**src/rtl/pc_fetch_unit.sv**
```systemverilog
// rtl/pc_fetch_unit.sv - MIPS program counter and fetch sequencer
module pc_fetch_unit #(
  parameter logic [31:0] RESET_PC = 32'h0040_0000
) (
  input  logic        clk,
  input  logic        rst_n,
  output logic [31:0] pc_o,
  input  logic [31:0] pc_plus4_i,
  input  logic [31:0] branch_target_i,
  input  logic        branch_taken_i,
  input  logic        jump_i,
  input  logic [25:0] jump_index_i,
  input  logic        jr_i,
  input  logic [31:0] jr_addr_i,
  input  logic        stall_i,
  input  logic        halt_i,
  output logic        imem_req_o,
  input  logic        imem_ready_i,
  output logic        instr_valid_o,
  output logic        halted_o,
  output logic        err_misalign_o,
  output logic [31:0] fetch_count_o
);

  typedef enum logic [1:0] {BOOT, FETCH, HALT} state_t;

  state_t      state, state_nx;
  logic [31:0] pend_pc;
  logic        pend_valid;
  logic        in_fetch, advance, redirect, jr_bad, stop;
  logic        load_pc, capture;
  logic [31:0] redirect_pc, next_pc;

  always_comb begin
    in_fetch = (state == FETCH);
    advance  = imem_ready_i & ~stall_i;
    redirect = jr_i | jump_i | branch_taken_i;
    jr_bad   = jr_i & (jr_addr_i[1:0] != 2'b00);
    stop     = jr_bad | halt_i;
    load_pc  = in_fetch & ~stop & advance;
    capture  = in_fetch & ~stop & ~advance & redirect;

    if (jr_i)
      redirect_pc = jr_addr_i;
    else if (jump_i)
      redirect_pc = {pc_plus4_i[31:28], jump_index_i, 2'b00};
    else
      redirect_pc = branch_target_i;

    // A fresh redirect outranks a buffered one; the buffer outranks sequential flow.
    if (redirect)
      next_pc = redirect_pc;
    else if (pend_valid)
      next_pc = pend_pc;
    else
      next_pc = pc_plus4_i;
  end

  always_comb begin
    state_nx = state;
    unique case (state)
      BOOT:    state_nx = FETCH;
      FETCH:   if (stop) state_nx = HALT;
      HALT:    state_nx = HALT;
      default: state_nx = BOOT;
    endcase
  end

  always_ff @(posedge clk or negedge rst_n) begin
    if (!rst_n) begin
      state          <= BOOT;
      pc_o           <= RESET_PC;
      pend_pc        <= 32'h0;
      pend_valid     <= 1'b0;
      instr_valid_o  <= 1'b0;
      err_misalign_o <= 1'b0;
      fetch_count_o  <= 32'h0;
    end else begin
      state         <= state_nx;
      instr_valid_o <= load_pc;
      if (in_fetch && jr_bad)
        err_misalign_o <= 1'b1;
      if (load_pc) begin
        pc_o          <= next_pc;
        pend_valid    <= 1'b0;
        fetch_count_o <= fetch_count_o + 32'd1;
      end else if (capture) begin
        pend_pc    <= redirect_pc;
        pend_valid <= 1'b1;
      end
    end
  end

  assign imem_req_o = (state == FETCH);
  assign halted_o   = (state == HALT);

endmodule
```
**config.mk**
```make
export PLATFORM = sky130hd
export DESIGN_NAME = pc_fetch_unit
export DESIGN_NICKNAME = d
export VERILOG_FILES = /design/src/rtl/pc_fetch_unit.sv
export SDC_FILE = /design/constraint.sdc
export NUM_CORES = 1
export LEC_CHECK = 0
export CAP_MARGIN = 20
export CORE_AREA = 2 2 108 110
export DETAILED_ROUTE_END_ITERATION = 10
export DIE_AREA = 0 0 110 112
export GPL_ROUTABILITY_DRIVEN = 1
export HOLD_SLACK_MARGIN = 0.15
export PLACE_DENSITY = 0.86
export SYNTH_ARGS = -nofsm -noshare
export SYNTH_HDL_FRONTEND = slang
export SYNTH_SLANG_ARGS = --single-unit
```
**constraint.sdc**
```tcl
create_clock -name clk -period 4.9 [get_ports clk]
set_input_delay 0.98 -clock clk [delete_from_list [all_inputs] [get_ports clk]]
set_output_delay 0.98 -clock clk [all_outputs]
set_load 0.005 [all_outputs]
```
**Word level (Yosys, flattened, before mapping)**

Cells that the tools add are included.

- Bits in registers: 101

- Add/sub/neg operators: 1
- Eq/ne operators: 3
- Mux-type cells: 8
- Bitwise logic cells: 13
- Reductions and logical operators: 5

Operators with widths:

| cell | number |
|---|---|
| 32-bit two-way mux | 4 |
| 32-bit by 1-bit adder with 32-bit output (second input constant) | 1 |
| 1-bit AND | 6 |
| 2-bit one-hot mux with 3 select lines | 1 |
| 1-bit inverter | 4 |
| 2-bit nonzero test | 2 |
| 1-bit OR | 3 |
| 2-bit by 1-bit == test with 1-bit output (second input constant) | 1 |
| 2-bit == test (second input constant) | 1 |
| 2-bit zero test | 1 |
| 1-bit two-way mux | 2 |
| 2-bit two-way mux | 1 |
| 2-bit by 1-bit != test with 1-bit output (second input constant) | 1 |
| 2-bit AND reduction | 1 |
| 1-bit logical AND | 1 |

**Logic depth before layout (Yosys ltp)**

Gate-level depths: netlist of the first run.

- Word-level depth: 9
- Mapped depth: 8

**Worst setup path before layout of the first run**

OpenSTA, ideal clock, no wires.

- Path type: in2reg
- From: input jump_i
- To: register pend_pc[10]
- Setup time: 125 ps
- Arrival time: 2,409 ps
- Setup slack: 2,366 ps
- Stages on the path: 6
- Buffers on the path: 3
- Cells stage by stage: clkbuf_1 > or3_1 > clkbuf_1 > nand4_1 > buf_2 > mux2_2

- Longest elaborated chain between the ends: 4
- Elaborated cells between the ends (all ways): 6
- Classes of those cells: mux (2); bitwise (3); reduce/logical (1)

RTL lines:

| element | line | source |
|---|---|---|
| start, declared | 11 | `input logic jump_i,` |
| 1-bit OR (2 in series) | 37 | `redirect = jr_i \| jump_i \| branch_taken_i;` |
| 1-bit AND | 41 | `capture = in_fetch & ~stop & ~advance & redirect;` |
| 2-bit AND reduction (no line) | -- |  |
| end signal, assigned | 88 | `pend_pc <= redirect_pc;` |
| end, declared | 28 | `logic [31:0] pend_pc;` |

Parallel ways exist; a longest one is shown, timed or not.
A chain may end at the register's enable or synchronous reset.

**Worst setup path in the final report of the first run**

- From: input jr_addr_i[1]
- To: register fetch_count_o[3]

- Longest elaborated chain between the ends: 6

RTL lines:

| element | line | source |
|---|---|---|
| start, declared | 14 | `input logic [31:0] jr_addr_i,` |
| 2-bit nonzero test | 38 | `jr_bad = jr_i & (jr_addr_i[1:0] != 2'b00);` |
| 1-bit AND | 38 |  |
| 1-bit OR | 39 | `stop = jr_bad \| halt_i;` |
| 1-bit inverter | 40 | `load_pc = in_fetch & ~stop & advance;` |
| 1-bit AND (2 in series) | 40 |  |
| end signal, assigned | 86 | `fetch_count_o <= fetch_count_o + 32'd1;` |
| end, declared | 22 | `output logic [31:0] fetch_count_o` |

Every way passes these cells.

==> results.md, run 1 <==
* Critical path startpoint category: input pin
* Rel. slew slack at 30.6%
* Clock buffer depth at 2
* Final Cycle Share at 58.1%
* Slew Viols, Final at 0
* Top-count cell post-synth: nand2_1
* Grt total ovfl at 0
* Clock skew at 0.00743 ns
* Initial antenna violation count at 0
* I/O Pins at 198
* Drt via density at 5.46
* Post-synth top area share at 46.7%
* Hold_sp: fetch_count_o[31]
* Via count at 4800
* Cells after DPL at 863
* Slew @ Worst Pin at 1.04 ns
* Postcts setup bufs at 0
* Vias in the first global route at 4827
* GP Congestion at 0.905
* Status: finished clean
* Fillers at 863
* Die ar. at 0.0123 mm²
* WP data arrival at 3.11 ns
* R2R Path End: fetch_count_o[3]
* Syn Area/Cell at 9.69 µm²
* CTS tree: yes
* DR iter-0 viols at 269
* Post-cts gate resize count at 0
* Net count, final at 865
* Sequential share of power at 45.1%
* H-tree levels at 3
* Synth Cell Area at 0.00536 mm²
* Crit path capture type: flip-flop
* Yosys reg bits at 101
* Peak Freq at 0.351 GHz
* Die X at 110 µm
* Power density over the cells at 396 mW/mm²
* Period minus WS final at 2.85 ns
* Dominant cell type by area after synthesis: dfrtp_1
* Crit Path Category: in2reg
* GR Util All Layers at 24.8%
* N_diodes at 0
* Clock power share at 22.0%
* VDD IR max at 0.248 mV
* P&R area growth vs syn at 43.1%
* Setup total negative slack at 0 ns
* Antenna-violating nets left at 0
* Post-synth cell types at 36
* Net Sw Frac at 29.9%
* Largest net degree at the start of global routing at 66
* Post-synth EDFFs at 0
* Reg clk slew, reported paths at 0.06 ns
* Top cells by area, synth: dfrtp_1, mux2i_1, o21ai_0, nand2_1, mux2_2
* Seq/Total Area, Yosys at 47.2%
* Leakage at 3.48 nW
* First-pass GRT wire length at 23700 µm
* Synth warnings at 0
* Crit path required time at 5.16 ns
* Detail Placement HPWL at 11200 µm
* Top FF cell, synth: dfrtp_1
* Hold EP: fetch_count_o[31]
* R2R setup slack at 2.41 ns
* CTS buffer count at 9
* Internal power at 0.00213 W
* Avg WL per Cell at 16.8 µm
* Layout cells sized above 1 at 8.29%
* Post-Route Utilization at 68.6%
* Setup-failing EPs final at 0
* Post-route DRC at 0
* Post-CTS Hold Buffers at 0
* TritonCTS Sinks at 101
* Core Area at 0.0112 mm²
* Sw Pwr at 0.000908 W
* Logic pwr share at 32.8%
* Cell count after synthesis at 553
* Post-Syn Nets at 687
* Fin. Hold Viols at 0
* Reg-to-Reg Start: state[1]
* Register-to-Register Path Depth at 7
* Clk_lat worst skew at 0.34 ns
* Die Span Y at 112 µm
* Starting Density at 47.9%
* FFs w/ async S/R, synth at 100%
* RSZ-0062 raised after global routing: false
* Root buffer cell: clkbuf_16
* Drt pass-1 iters at 4
* # Max-Cap Violations at 0
* Final wirelength at 14800 µm
* Hold path depth at 1
* Top cells by instance count after synthesis: nand2_1, dfrtp_1, o21ai_0
* Non-filler instance count after layout at 879
* Port Buffers at 197
* Placement Rows at 39
* Worst-path fanout max at 44
* Hold crit path type: reg2reg
## worst max-delay path, cell delays in order
cell             delay, ns
clkdlybuf4s50_1       0.44
o21ai_1               0.40
nand3_2               0.51
buf_4                 0.44
nor2_1                0.16
xor2_1                0.16
## state kept, by name (all words and copies together) (netlist names)
name,cells
state,2
pend_valid,1
fetch_count_o,32
pc_o,32
pend_pc,32
instr_valid_o,1
err_misalign_o,1
## worst max path at each step
stage,cells after the start,end,start,slack (ns)
2_1_floorplan,6,pend_pc[10],jump_i,2.37
3_3_place_gp,5,fetch_count_o[30],jr_addr_i[1],1.80
3_5_place_dp,6,fetch_count_o[3],jr_addr_i[1],1.69
4_1_cts,6,fetch_count_o[3],jr_addr_i[1],2.04
5_1_grt,5,fetch_count_o[30],jr_addr_i[1],1.84
6_report,6,fetch_count_o[3],jr_addr_i[1],2.05
## cell type report
| cell class | count | area [µm²] | share of cell area (%) |
|---|---|---|---|
| Multi-Input combinational cell | 414 | 2670 | 34.8 |
| Sequential cell | 101 | 2530 | 33.0 |
| Timing Repair Buffer | 202 | 2000 | 26.0 |
| Clock buffer | 13 | 260 | 3.39 |
| Tap cell | 143 | 179 | 2.33 |
| Clock inverter | 3 | 20.0 | 0.261 |
| Inverter | 3 | 11.3 | 0.147 |
## power by group through the flow
stage	clock network, W	logic [W]	registers (W)
finish	0.000669	0.000997	0.00137
global route	0.000712	0.00110	0.00140
CTS	0.000682	0.00101	0.00136
detailed placement	0	0.00101	0.00137
global placement	0	0.000956	0.00136
floorplan	0	0.000530	0.00127
## cell usage in the layout (no fill, tap or decap), types with 4 or more instances in the layout
| master | netlist | routed |
|---|---|---|
| clkdlybuf4s50_1 | 0 | 194 |
| nand2_1 | 115 | 115 |
| dfrtp_1 | 100 | 99 |
| o21ai_0 | 92 | 92 |
| mux2i_1 | 60 | 60 |
| mux2_2 | 30 | 30 |
| xor2_1 | 24 | 24 |
| nand4_1 | 12 | 12 |
| nor2_1 | 11 | 11 |
| clkbuf_16 | 0 | 9 |
| nor3_1 | 9 | 8 |
| nor4_1 | 7 | 7 |
| xnor2_1 | 7 | 7 |
| buf_4 | 0 | 6 |
| nand3_1 | 6 | 5 |
| nor2b_1 | 4 | 4 |
| and3_1 | 4 | 4 |
| a211oi_1 | 4 | 4 |
| ha_1 | 4 | 4 |
## per-layer routing
metal / global-route usage (%) / vias to the layer above / part of all wire [%] / wire, µm
met5: 0 / - / 0 / 0
met4: 10.2 / 0 / 2.6 / 386
met3: 4.51 / 27 / 7.6 / 1130
met2: 42.1 / 226 / 50 / 7470
met1: 30.7 / 2266 / 39 / 5810
li1: - / 2281 / - / -
## per-stage QoR
stage | hold WS [ns] | total power [W] | instance area, µm² | setup WS [ns]
after CTS | 0.474 | 0.00306 | 7670 | 2.04
after floorplan | 0.451 | 0.00180 | 5360 | 2.37
final | 0.471 | 0.00304 | 7670 | 2.05
after global routing | 0.499 | 0.00321 | 7670 | 1.84
after detailed placement | 0.461 | 0.00238 | 7390 | 1.69
after global placement | 0.458 | 0.00232 | 7390 | 1.80
## kinds of logic (layout without fill, tap and decap cells)
family,Yosys count,in the layout,share of synthesized area [%]
simple gates,183,183,15.8
fa+ha+maj,4,4,0.934
flops,101,101,47.2
compound gates,106,106,10.4
xor+xnor,31,31,5.07
buf+inv,38,221,3.13
mux,90,90,17.5
Note: power is estimated with default switching activity, not from simulation.
==> run 2: changes to the inputs <==
--- a/config.mk
+++ b/config.mk
@@ -6,12 +6,12 @@
 export NUM_CORES = 1
 export LEC_CHECK = 0
 export CAP_MARGIN = 20
-export CORE_AREA = 2 2 108 110
+export CORE_AREA = 2 2 118 120
 export DETAILED_ROUTE_END_ITERATION = 10
-export DIE_AREA = 0 0 110 112
+export DIE_AREA = 0 0 120 122
 export GPL_ROUTABILITY_DRIVEN = 1
 export HOLD_SLACK_MARGIN = 0.15
-export PLACE_DENSITY = 0.86
+export PLACE_DENSITY = 0.76
 export SYNTH_ARGS = -nofsm -noshare
 export SYNTH_HDL_FRONTEND = slang
 export SYNTH_SLANG_ARGS = --single-unit
==> constraint.sdc (replaced) <==
create_clock -name clk -period 2.55 [get_ports clk]
set_input_delay 0.51 -clock clk [delete_from_list [all_inputs] [get_ports clk]]
set_output_delay 0.51 -clock clk [all_outputs]
set_load 0.005 [all_outputs]
==> run 2 against run 1 <==
Net effect: critical path type unchanged; cell count up 5.3%; clock skew about the same; combinational power increased by 97%.
==> results.md, run 2 (synthesis gave the netlist of run 1 again) <==
* DRT met1 WL at 6210 µm (+6.9%)
* Post-CTS Hold Buffers at 0 (unchanged)
* Logic pwr share at 33.0% (+0.2 points)
* Power density over the cells at 756 mW/mm² (+91%)
* Sw Pwr at 0.00176 W (+94%)
* Die Span Y at 122 µm (+8.9%)
* Design Area, Final at 0.00786 mm² (+2.4%)
* Register-to-Register Path Depth at 7 (unchanged)
* Via count at 4839 (+0.81%)
* Most frequent cells in the layout: clkdlybuf4s50_1, nand2_1, dfrtp_1
* Setup total negative slack at 0 ns (unchanged)
* Clock skew at 0.00738 ns (-0.0000504 ns)
* Antenna-violating nets left at 0 (unchanged)
* Post-cts gate resize count at 0 (unchanged)
* RSZ-0062 raised after global routing: false
* Rel. slew slack at 41.1% (+10 points)
* Critical path startpoint category: input pin
* Net Sw Frac at 29.6% (-0.33 points)
* Fin. Hold Viols at 0 (unchanged)
* Crit Path Category: in2reg
* Area post-placement at 0.00756 mm² (+2.3%)
* Setup-failing EPs final at 0 (unchanged)
* Port Buffers at 197 (unchanged)
* Die X at 120 µm (+9.1%)
* Biggest regs: fetch_count_o: 32 flops, pc_o: 32 flops, pend_pc: 32 flops
* Uppermost layer routed: met4
* Die ar. at 0.0146 mm² (+19%)
* Slew Viols, Final at 0 (unchanged)
* R2R Path End: pend_pc[12]
* Reg-to-Reg Start: state[1]
* P&R area growth vs syn at 46.6%
* DR WL met3 at 1330 µm (+18%)
* Slew @ Worst Pin at 0.884 ns (-0.157 ns)
* Drt via density at 5.23 (-4.3%)
* Clock power share at 23.2% (+1.2 points)
* DR iter-0 viols at 317 (+18%)
* # Max-Cap Violations at 0 (unchanged)
* Period minus WS final at 2.11 ns
* Vias in the first global route at 4905 (+1.6%)
* GR Util All Layers at 21.4% (-3.4 points)
* Root buffer cell: clkbuf_16
* Worst-path fanout max at 9 (-80%)
* Final wirelength at 15500 µm (+4.7%)
* Postcts setup bufs at 0 (unchanged)
* CP Launch Point: jr_addr_i[1]
* Clk_lat worst skew at 0.35 ns (about the same)
* H-tree levels at 3 (unchanged)
* Grt total ovfl at 0 (unchanged)
* VDD IR max at 0.446 mV (+79%)
* Initial antenna violation count at 0 (unchanged)
* Crit path capture type: flip-flop
* Post-route DRC at 0 (unchanged)
* Avg WL per Cell at 16.7 µm (-0.57%)
* Sequential share of power at 43.8% (-1.3 points)
* Internal power at 0.00418 W (+97%)
* WP data arrival at 2.38 ns (-0.73 ns)
* Core Area at 0.0135 mm² (+21%)
* Commonest non-fill, non-tap cell in the layout: clkdlybuf4s50_1
* CTS buffer count at 9 (unchanged)
* First-pass GRT wire length at 24500 µm (+3.4%)
* Peak Freq at 0.474 GHz
* R2R setup slack at 0.49 ns (-1.92 ns)
* CTS tree: yes
* Crit path required time at 2.82 ns (-2.34 ns)
* Hold crit path type: in2async
* TritonCTS Sinks at 101 (unchanged)
* Status: finished clean
* I/O Pins at 198 (unchanged)
* Starting Density at 39.7% (-8.3 points)
* Net count, final at 875 (+1.2%)
* Final Cycle Share at 82.7%
* Largest net degree at the start of global routing at 61 (-7.6%)
* Reg clk slew, reported paths at 0.07 ns (about the same)
* Drt pass-1 iters at 4 (unchanged)
* N_diodes at 0 (unchanged)
* Met2 WL at 7710 µm (+3.2%)
* Leakage at 3.56 nW (+2.3%)
* Placement Rows at 43 (+10%)
* GP Congestion at 0.920 (+1.6%)
* Layout cells sized above 1 at 9.52% (+1.2 points)
* Fillers at 1172 (+36%)
* Detail Placement HPWL at 11600 µm (+3.4%)
* Clock buffer depth at 2 (unchanged)
==> run 2: cell types whose count changed in the layout (fill, tap and decap cells not counted), sizes merged <==
cell / change
clkinvlp: -2
bufinv: +1
buf: +10
clkbuf: -1
clkinv: +2
==> run 2: metal layers <==
metal	GRT usage, %	vias up
li1	-	2297
met1	24.9	2326
met2	37.6	196
met3	6.88	20
met4	6.69	0
met5	0	-
==> run 2: final cells by class <==
class	count	area (µm²)	area share (%)
Inverter	3	11.3	0.143
Tap cell	180	225	2.87
Clock inverter	4	48.8	0.621
Timing Repair Buffer	212	2120	27.0
Clock buffer	12	246	3.14
Multi-Input combinational cell	414	2670	34.0
Sequential cell	101	2530	32.2
==> run 2: how the worst max path moves through the flow <==
stage          slack, ns                 to  cells after the start
3_3_place_gp        0.14  fetch_count_o[29]                      5
2_1_floorplan       0.49        pend_pc[10]                      6
5_1_grt             0.29  fetch_count_o[30]                      7
3_5_place_dp        0.11  fetch_count_o[25]                      5
6_report            0.44  fetch_count_o[27]                      5
4_1_cts             0.42         imem_req_o                      3
==> run 2: critical path, cell delays in order <==
cell and delay, ns:
clkdlybuf4s50_1 0.45, o21a_1 0.23, or4_4 0.61, nor4_1 0.38
xor2_1 0.19
==> run 2: per-stage QoR <==
step                hold WS [ns]  total power (W)  std cells  setup slack [ns]  util [%]
CTS                        0.207          0.00601        926             0.418      58.2
detailed placement         0.460          0.00461        910             0.106      56.0
finish                     0.186          0.00594        926             0.440      58.2
floorplan                  0.214          0.00345        553             0.486         -
global placement           0.452          0.00449        910             0.136      56.0
global route               0.234          0.00631        926             0.292      58.2
==> run 2: power by group through the flow <==
stage               logic (W)  registers (W)  clock network [W]
floorplan             0.00102        0.00243                  0
finish                0.00196        0.00260            0.00138
global route          0.00216        0.00267            0.00147
CTS                   0.00199        0.00260            0.00141
detailed placement    0.00198        0.00262                  0
global placement      0.00190        0.00260                  0
